$ cat src/rtl/countdown_timer_pkg.sv
// Shared constants and state encoding for the lab counter/timer blocks.
// The up-counter lab blocks reuse the default width and reload value.
package countdown_timer_pkg;

  localparam int DEF_WIDTH = 4;
  localparam int DEF_LOAD  = 7;

  typedef enum logic [1:0] {
    ST_IDLE  = 2'd0,
    ST_RUN   = 2'd1,
    ST_PAUSE = 2'd2
  } state_t;

endpackage

$ cat src/rtl/countdown_timer.sv
// Loadable down-counting timer with a run/pause FSM and a one-cycle done pulse.
// It either stops at zero or reloads from reload_q, depending on auto_reload.
//
//   state    | meaning
//   ---------+---------------------------------------------------------
//   ST_IDLE  | stopped; out holds the loaded or terminal value
//   ST_RUN   | out decrements each edge; terminal count fires done
//   ST_PAUSE | out frozen until start arrives without pause
//   2'd3     | illegal; returns to ST_IDLE next edge with out held
module countdown_timer
  import countdown_timer_pkg::*;
#(
  parameter int WIDTH        = DEF_WIDTH,
  parameter int DEFAULT_LOAD = DEF_LOAD
) (
  input  logic             clk,
  input  logic             rst,
  input  logic             load,
  input  logic [WIDTH-1:0] load_val,
  input  logic             start,
  input  logic             pause,
  input  logic             auto_reload,
  output logic [WIDTH-1:0] out,
  output logic             busy,
  output logic             done
);

  localparam logic [WIDTH-1:0] LOAD_INIT = WIDTH'(DEFAULT_LOAD);

  state_t           state_q, state_d;
  logic [WIDTH-1:0] out_q, out_d;
  logic [WIDTH-1:0] reload_q, reload_d;
  logic             done_q, done_d;

  always_ff @(posedge clk) begin
    if (rst) begin
      state_q  <= ST_IDLE;
      out_q    <= LOAD_INIT;
      reload_q <= LOAD_INIT;
      done_q   <= 1'b0;
    end else begin
      state_q  <= state_d;
      out_q    <= out_d;
      reload_q <= reload_d;
      done_q   <= done_d;
    end
  end

  always_comb begin
    state_d  = state_q;
    out_d    = out_q;
    reload_d = reload_q;
    done_d   = 1'b0;

    if (load) begin
      reload_d = load_val;
      out_d    = load_val;
      state_d  = ST_IDLE;
    end else begin
      unique case (state_q)
        ST_IDLE: begin
          // Starting with out already at zero is a zero-length timer.
          if (start) begin
            if (out_q != '0) state_d = ST_RUN;
            else             done_d  = 1'b1;
          end
        end
        ST_RUN: begin
          if (pause) begin
            state_d = ST_PAUSE;
          end else if (out_q != '0) begin
            out_d = out_q - WIDTH'(1);
          end else begin
            done_d = 1'b1;
            if (auto_reload) out_d   = reload_q;
            else             state_d = ST_IDLE;
          end
        end
        ST_PAUSE: begin
          if (start && !pause) state_d = ST_RUN;
        end
        default: state_d = ST_IDLE;
      endcase
    end
  end

  assign out  = out_q;
  assign busy = (state_q != ST_IDLE);
  assign done = done_q;

endmodule

$ cat config.mk
export PLATFORM = sky130hd
export DESIGN_NAME = countdown_timer
export DESIGN_NICKNAME = d
export VERILOG_FILES = /design/src/rtl/countdown_timer_pkg.sv /design/src/rtl/countdown_timer.sv
export SDC_FILE = /design/constraint.sdc
export NUM_CORES = 1
export LEC_CHECK = 0
export CAP_MARGIN = 20
export CORE_MARGIN = 2
export CORE_UTILIZATION = 32
export CTS_CLUSTER_DIAMETER = 120
export DETAILED_ROUTE_END_ITERATION = 8
export PLACE_DENSITY = 0.55
export SETUP_SLACK_MARGIN = 0.1
export SKIP_CTS_REPAIR_TIMING = 1
export SLEW_MARGIN = 40
export SYNTH_ARGS = -nofsm -noshare
export SYNTH_HDL_FRONTEND = slang
export SYNTH_SLANG_ARGS = --single-unit
$ cat constraint.sdc
create_clock -name clk -period 3.6 [get_ports clk]
set_clock_uncertainty 0.2 [all_clocks]
set_input_delay 0.36 -clock clk [delete_from_list [all_inputs] [get_ports clk]]
set_output_delay 0.36 -clock clk [all_outputs]
set_load 0.02 [all_outputs]
Yosys cells after proc, flatten, opt, wreduce, memory -nomap -nowiden. Cells that the tools add are included.

Register bits: 11. Input bits: 10. Logic and storage cells: 39. Output and inout bits: 6.

Multiplexer cells: 16. Add/subtract/negate cells: 1. Reductions and logical operators: 10. Equal/unequal tests: 8.

Operators with widths (count): $mux W4 (5); $mux W2 (6); $ne A2 B2 Y1 const B (4); $ne A3 B3 Y1 const B (2); $pmux W2 S3 (1); $reduce_and A5 Y1 (1); $reduce_bool A2 Y1 (2); $reduce_bool A4 Y1 (1); $sub A4 B1 Y4 const B (1); $mux W1 (3); $reduce_and A3 Y1 (1); $reduce_bool A3 Y1 (1); $eq A2 B1 Y1 const B (1); $eq A2 B2 Y1 const B (1); $logic_not A2 Y1 (1); $pmux W1 S2 (1); $reduce_or A2 Y1 (1); $logic_and A1 B1 Y1 (1); $logic_not A1 Y1 (1).

Logic depth before layout (Yosys ltp). Gate-level depths: netlist (run 1).

Depth in word-level cells: 5. Depth in mapped cells: 6. Gate-level depth less buffers: 6.

Worst setup path before layout (run 1). Ideal clock, no wire load.

Kind: reg2reg. Start: register out_q[0], in the netlist out[0]. End: register out_q[3], in the netlist out[3]. Arrival: 1539 ps. Path slack: 1740 ps. Period minus slack after synthesis: 1860 ps. Path buffers: 0. Library setup time: 122 ps. Required time: 3278 ps. Cell stages (with the launch flop): 7. Cells stage by stage: dfxtp_1 inv_1 ha_1 or4b_4 nand2_4 nor2_1 o311a_1.

Word-level cells in the longest chain between the ends: 5. Elaborated cells on any way between the ends: 8. Those cells by class: add/sub (1); mux (4); reduce/logical (3).

Ends and longest elaborated chain: start: declaration (RTL line countdown_timer.sv:31) `logic [WIDTH-1:0] out_q, out_d;`; start signal: assignment (RTL line countdown_timer.sv:43) `out_q <= out_d;`; $sub A4 B1 Y4 or $reduce_bool A4 Y1 (tied branches) (RTL line countdown_timer.sv:72, countdown_timer.sv:71); $mux W4 (RTL line countdown_timer.sv:71) `end else if (out_q != '0) begin`; $mux W4 (RTL line countdown_timer.sv:69) `if (pause) begin`; $mux W4 (RTL line countdown_timer.sv:60) `unique case (state_q)`; $mux W4 (RTL line countdown_timer.sv:55) `if (load) begin`.

Several ways; a longest one is shown, not always the timed one. The select of a mux whose other input is x is not followed. A chain may end at the register's enable or synchronous reset.

Worst setup path in the final report (run 1).
Start: register state_q[1]. End: output busy.

Word-level cells in the longest chain between the ends: 1.

Ends and longest elaborated chain: start: declaration (RTL line countdown_timer.sv:30) `state_t state_q, state_d;`; start signal: assignment (RTL line countdown_timer.sv:42) `state_q <= state_d;`; $reduce_bool A2 Y1 (RTL line countdown_timer.sv:88) `assign busy = (state_q != ST_IDLE);`; end: declaration (RTL line countdown_timer.sv:24) `output logic busy,`.

No other way between the ends.

==> results.md, run 1 <==
* Fmax at around 0.5 GHz
* Commonest cells after routing, fill and taps aside: clkdlybuf4s50_1, dfxtp_1, nor2_1
* CTS Buf Count at 3
* Count of inserted antenna diode cells at 0
* RR Startpoint: out[0]
* Worst setup SP type: register
* Area overhead of the layout relative to synthesis at 33.96%
* Maximum number of pins on one net before global-route repair at 15
* Power density normalized to cell area at about 330 mW/mm^2
* Worst reg2reg setup slack at between 1.5 and 2 ns
* Distinct cell type count after synthesis at 29
* Synth Net Count at 79
* Netlist area before placement at 600.6 um^2
* Fin Setup TNS at 0 ns
* DP HPWL at 899.5 um
* Final-report max-slew violation count at 0
* Fin crit period at 2.001 ns
* Y dimension of the die at 47.32 um
* Path depth of the worst reg2reg path at 6
* Post-layout nets at 98
* DRC violation total after the first TritonRoute iteration at 7
* Combined global-route utilization of all metal layers at between 10% and 20%
* Number of filler cells placed in the layout at 186
* Die Area at roughly 0.0022 mm^2
* Antenna-violating nets left at 0
* Crit Path Category: register to primary output
* Actual slew at the worst max-slew pin at approximately 0.44 ns
* Most common cell after layout, fill and taps aside: clkdlybuf4s50_1
* Data arrival time of the worst path at between 1 and 1.5 ns
* Port Buffer Count at 15
* I/O pin count at 16
* Reg clk slew, reported paths at ~0.07 ns
* Final setup slack of the worst path at ~1.6 ns
* Number of max-capacitance violations reported at 0
* Type of the most critical hold path: register to register
* RSZ-0062 raised after global routing: false
* Number of H-tree levels at 1
* Worst skew pair latency at between 0.2 and 0.3 ns
* First-pass iteration count of the detailed router at 4
* Period utilization at a little under three fifths
* Maximum count of clock buffers along a single path at 2
* Vias after detailed routing at about 530
* Post-Synthesis Mean Instance Area at about 9 um^2
* Slowest CP cell: clkdlybuf4s50_1
* Vias per Instance at around 4.8
* Highest net fanout along the worst path at 6
* Worst vdd ir at roughly 0.00018 V
* Die width at between 40 and 50 um
* Synthesis-stage register bit count at 11
* Sequential cell area fraction in the yosys report at 36.67%
* Chain of cells forming the critical path: nor2_1, inv_1, clkdlybuf4s50_1
* Root buffer cell: clkbuf_4
* Global-route wire length before repair at 2007 um
* Status: completed
* Final weighted congestion in routability-driven placement at 0.6891
* Hold Violations, Final at 0
* Number of warnings issued by yosys at 0
* Initial core utilization at between 30 and 40%
* Instance count along the most critical hold path at 2
* Launch point of the worst hold path: reload_q[2]
* Worst setup EP type: primary output
* R2R Path End: out[0]
* Post-detailed-routing wire length at approximately 1200 um
* Overall overflow remaining after global route at 0
* Number of sinks on the clock net at 11
* Post-Place Worst Slack at roughly 1.5 ns
* Detail-routed net length per standard cell at 11.16 um
* Synth Instances at around 70
* Number of antenna violations at the first check in global routing at 0
* Residual DRC count at 0
* Sink of the worst hold path: reload_q[2]
* Longest individual stage delay on the worst path at between 0.5 and 0.6 ns
* Clock tree from TritonCTS: done
* Worst slew slack as a fraction of its limit at between 70 and 80%
* Core area at about 0.0017 mm^2
* Share of layout cells above drive strength 1 at 11.63%
* Site row count at 15
* Number of setup violations in the final report at 0
* LEAKAGE at around 0.32 nW
* Number of global-route vias before repair at roughly 480
* Data required time of the critical path at 3.04 ns
[worst max-delay path: cells and delay by family, from the launching register on]
| family | cells | cell delay, ns |
|---|---|---|
| buffers and inverters | 2 | 0.64 |
| AND/OR/NAND/NOR | 1 | 0.09 |
| flip-flops | 1 | 0.45 |
[registers in the layout, summed over array words and instances, names as in the netlist]
register and count:
reload_q 4, state_q 2, done 1, out 4
[final cells by class]
| class | instances | area [um^2] | area share, % |
|---|---|---|---|
| multi-input cells | 51 | 357.8 | 44.48 |
| repair buffers | 15 | 150.1 | 18.66 |
| flip-flops and latches | 11 | 220.2 | 27.37 |
| inverters | 5 | 18.77 | 2.333 |
| well taps | 25 | 31.28 | 3.888 |
| clock buffers | 4 | 26.28 | 3.266 |
[cells in the mapped netlist]
cell | count | area share [%]
dfxtp_1 | 11 | 37
nor2_1 | 10 | 6.3
o311a_1 | 1 | 1.7
buf_1 | 1 | 0.62
nand3_1 | 1 | 0.83
a21oi_1 | 6 | 5.0
nor3b_4 | 1 | 3.1
o21ai_1 | 1 | 0.83
or4b_4 | 1 | 2.3
or3b_1 | 1 | 1.5
o21ai_0 | 3 | 2.5
nor4_1 | 1 | 1.0
or3_1 | 1 | 1.0
and3_1 | 1 | 1.0
a2bb2oi_2 | 1 | 2.5
a2111oi_0 | 1 | 1.5
ha_1 | 1 | 2.1
or2_2 | 1 | 1.0
nor2b_1 | 3 | 3.1
and4bb_2 | 1 | 2.1
nand2_4 | 1 | 1.9
inv_1 | 5 | 3.1
a211o_1 | 2 | 2.9
nand2b_1 | 3 | 3.1
nor3_1 | 2 | 1.7
mux2i_1 | 3 | 5.0
a32oi_1 | 1 | 1.5
nand3b_1 | 2 | 2.5
nor3_2 | 1 | 1.7
[worst max path at each step]
| stage | from | end | slack (ns) | cells past startpoint |
|---|---|---|---|---|
| after CTS | state_q[1] | busy | 1.58 | 3 |
| final | state_q[1] | busy | 1.60 | 3 |
| after global routing | state_q[1] | busy | 1.51 | 3 |
| after floorplan | out[0] | out[3] | 1.74 | 6 |
| after global placement | load | out[3] | 1.53 | 5 |
| after detailed placement | load | out[3] | 1.49 | 5 |
[through the flow]
step | instances | hold slack [ns] | power [mW] | instance area, um^2 | util (%)
after floorplan | 68 | 0.2301 | 0.1630 | 600.6 | -
after global placement | 107 | 0.2544 | 0.1873 | 778.2 | 44.59
after detailed placement | 107 | 0.2538 | 0.1873 | 778.2 | 44.59
after CTS | 111 | 0.2646 | 0.2706 | 804.5 | 46.09
after global routing | 111 | 0.2763 | 0.2819 | 804.5 | 46.09
final | 111 | 0.2642 | 0.2663 | 804.5 | 46.09
[metal layers]
metal  vias up  global-route usage (%)  wire length [um]
met3         0                   3.462                59
met4         0                   8.333                 0
met5         -                       0                 0
met2        16                   18.65               541
met1       235                   18.20               638
li1        280                       -                 -
[where the power goes]
part | internal (mW) | switching [mW] | leakage (nW)
combinational | 0.0272 | 0.0215 | 0.215
clock | 0.0428 | 0.0390 | 0.0150
sequential | 0.128 | 0.00757 | 0.0907
[logic make-up after synthesis]
kind of cell	synth area share, %
AO/OA/AOI/OAI	18.33
multiplexers	5.000
AND/OR/NAND/NOR	34.17
buffers and inverters	3.750
adder cells (fa/ha/maj)	2.083
flip-flops	36.67
No activity file was read; power rests on OpenSTA's default activity.
==> run 2, diff against run 1 <==
clock period = 2 ns   (was 3.6 ns; I/O delays follow)
==> run 2 against run 1 <==
  * Via count grew 4.7%
  * First-iteration DRC count is 29% higher
  * Largest power group unchanged
  * Power grew 86%
  * Cell count increased by 5.4%
  * Highest routed layer is now met4
  * Critical path type is now register to register
==> results.md, run 2 (synthesized netlist as in run 1, its figures left out) <==
* Crit Path Category: register to register
* Fin Setup TNS at 0 ns (unchanged)
* Worst slew slack as a fraction of its limit at 76.12% (+5.7 points)
* Worst skew pair latency at 0.27 ns (about the same)
* Area overhead of the layout relative to synthesis at 41.67%
* First-pass iteration count of the detailed router at 2 (-2)
* Power density normalized to cell area at 582.0 mW/mm^2 (+76%)
* Initial core utilization at 34.41% (unchanged)
* Global-route wire length before repair at 1973 um (-1.7%)
* Vias per Instance at 4.752 (-0.66%)
* Core area at 0.001745 mm^2 (unchanged)
* Period utilization at ~92%
* Residual DRC count at 0 (unchanged)
* Worst setup SP type: register
* Maximum count of clock buffers along a single path at 2 (unchanged)
* Data arrival time of the worst path at 1.80 ns (+0.36 ns)
* Port Buffer Count at 15 (unchanged)
* Relative contribution of sequential cells to total power at 48.9% (-2.1 points)
* Combined global-route utilization of all metal layers at 12.95% (-0.45 points)
* Y dimension of the die at 47.32 um (unchanged)
* Commonest cells after routing, fill and taps aside: clkdlybuf4s50_1, nor2_1, dfxtp_1
* Post-detailed-routing wire length at 1289 um (+4.0%)
* Detail-routed net length per standard cell at 11.02 um (-1.3%)
* Root buffer cell: clkbuf_4
* Start point of the critical path: out[1]
* Worst vdd ir at 0.0003091 V (+74%)
* Number of global-route vias before repair at 446 (-6.7%)
* Reg clk slew, reported paths at 0.07 ns (about the same)
* Routed metal-1 wirelength at 658 um (+3.1%)
* LEAKAGE at 0.3490 nW (+8.9%)
* Highest net fanout along the worst path at 5 (-1)
* Clock tree from TritonCTS: done
* Die Area at 0.002239 mm^2 (unchanged)
* Status: completed
* Fmax at around 0.54 GHz
* Share of layout cells above drive strength 1 at 18.48% (+6.9 points)
* Switch Pwr at 0.1315 mW (+93%)
* Number of setup violations in the final report at 0 (unchanged)
* Fin crit period at 1.839 ns
* Data required time of the critical path at 1.96 ns (-1.08 ns)
* Capture point of the critical path: out[3]
* Overall overflow remaining after global route at 0 (unchanged)
* Met2 WL at 530 um (-2.0%)
* Power Internal at 0.3636 mW (+83%)
* Actual slew at the worst max-slew pin at 0.3491 ns (-0.09306 ns)
* Number of max-capacitance violations reported at 0 (unchanged)
* Number of H-tree levels at 1 (unchanged)
* Tot Pwr at 0.4952 mW (+86%)
* Final-report max-slew violation count at 0 (unchanged)
* DP HPWL at 1007 um (+12%)
* Switching power share of the total at 26.56% (+1.0 points)
* Share of power burned in combinational logic at 19.9% (+1.6 points)
* Antenna-violating nets left at 0 (unchanged)
* I/O pin count at 16 (unchanged)
* RSZ-0062 raised after global routing: false
* Most common cell after layout, fill and taps aside: clkdlybuf4s50_1
* Clock network fraction of total power at 31.2% (+0.5 points)
* Path depth of the worst reg2reg path at 6 (unchanged)
* Highest metal layer used by the detailed router: met4
* Maximum number of pins on one net before global-route repair at 11 (-4)
* Number of sinks on the clock net at 11 (unchanged)
* DRC violation total after the first TritonRoute iteration at 9 (+2)
* Final weighted congestion in routability-driven placement at 0.6817 (-1.1%)
* CTS Buf Count at 3 (unchanged)
* Hold Violations, Final at 0 (unchanged)
* Site row count at 15 (unchanged)
* Routed met3 length at 75 um (+27%)
* Vias after detailed routing at 556 (+4.7%)
* RR Startpoint: out[1]
* Post-layout nets at 104 (+6.1%)
* R2R Path End: out[3]
* Number of antenna violations at the first check in global routing at 0 (unchanged)
* Worst reg2reg setup slack at 0.16 ns (-1.49 ns)
* Count of inserted antenna diode cells at 0 (unchanged)
* Type of the most critical hold path: register to register
* Worst setup EP type: register
* Die width at 47.32 um (unchanged)
==> run 2: changes by cell type in the layout (fill, tap and decap cells not counted), sizes merged <==
cell	change
buf	+6
==> run 2: final cells by class <==
class / instances / area (um^2)
timing repair buffer: 21 / 195.2
multi-input combinational: 51 / 357.8
fill: 177 / 894.6
inverter: 5 / 18.77
clock buffer: 4 / 26.28
tap: 25 / 31.28
sequential: 11 / 221.5
==> run 2: metrics by stage <==
step                worst slack, ns  hold WS [ns]  utilization [%]  instance area [um^2]  instances
CTS                          0.1531        0.2575            48.67                 849.6        117
floorplan                    0.1396       0.07238                -                 600.6         68
finish                       0.1614        0.2568            48.75                 850.8        117
global route                 0.1087        0.3052            48.75                 850.8        117
detailed placement           0.1246        0.2439            47.17                 823.3        113
global placement             0.1265        0.2397            47.17                 823.3        113
==> run 2: worst max-delay path: stages (launching register included) <==
cell and delay [ns]:
dfxtp_1 0.32, inv_1 0.06, ha_1 0.21, or4b_4 0.52, nand2_4 0.10, nor2_1 0.04
o311a_1 0.28
==> run 2: worst min-delay path by stage <==
stage / startpoint / end / cells after the start
6_report: reload_q[2] / reload_q[2] / 2
5_1_grt: reload_q[2] / reload_q[2] / 2
4_1_cts: reload_q[2] / reload_q[2] / 2
3_5_place_dp: reload_q[2] / reload_q[2] / 2
3_3_place_gp: reload_q[2] / reload_q[2] / 2
2_1_floorplan: rst / reload_q[3] / 1
==> run 2: per-layer routing <==
metal | vias up | track usage (%)
li1 | 293 | -
met1 | 243 | 19.68
met2 | 16 | 17.03
met3 | 4 | 2.308
met4 | 0 | 6.667
met5 | - | 0
==> run 2: power groups by stage <==
stage               combinational, mW  clock, mW  sequential (mW)
floorplan                      0.0413          0            0.252
global placement               0.0987          0            0.246
detailed placement             0.0993          0            0.247
CTS                            0.0998      0.161            0.242
global route                    0.107      0.174            0.244
finish                         0.0985      0.155            0.242
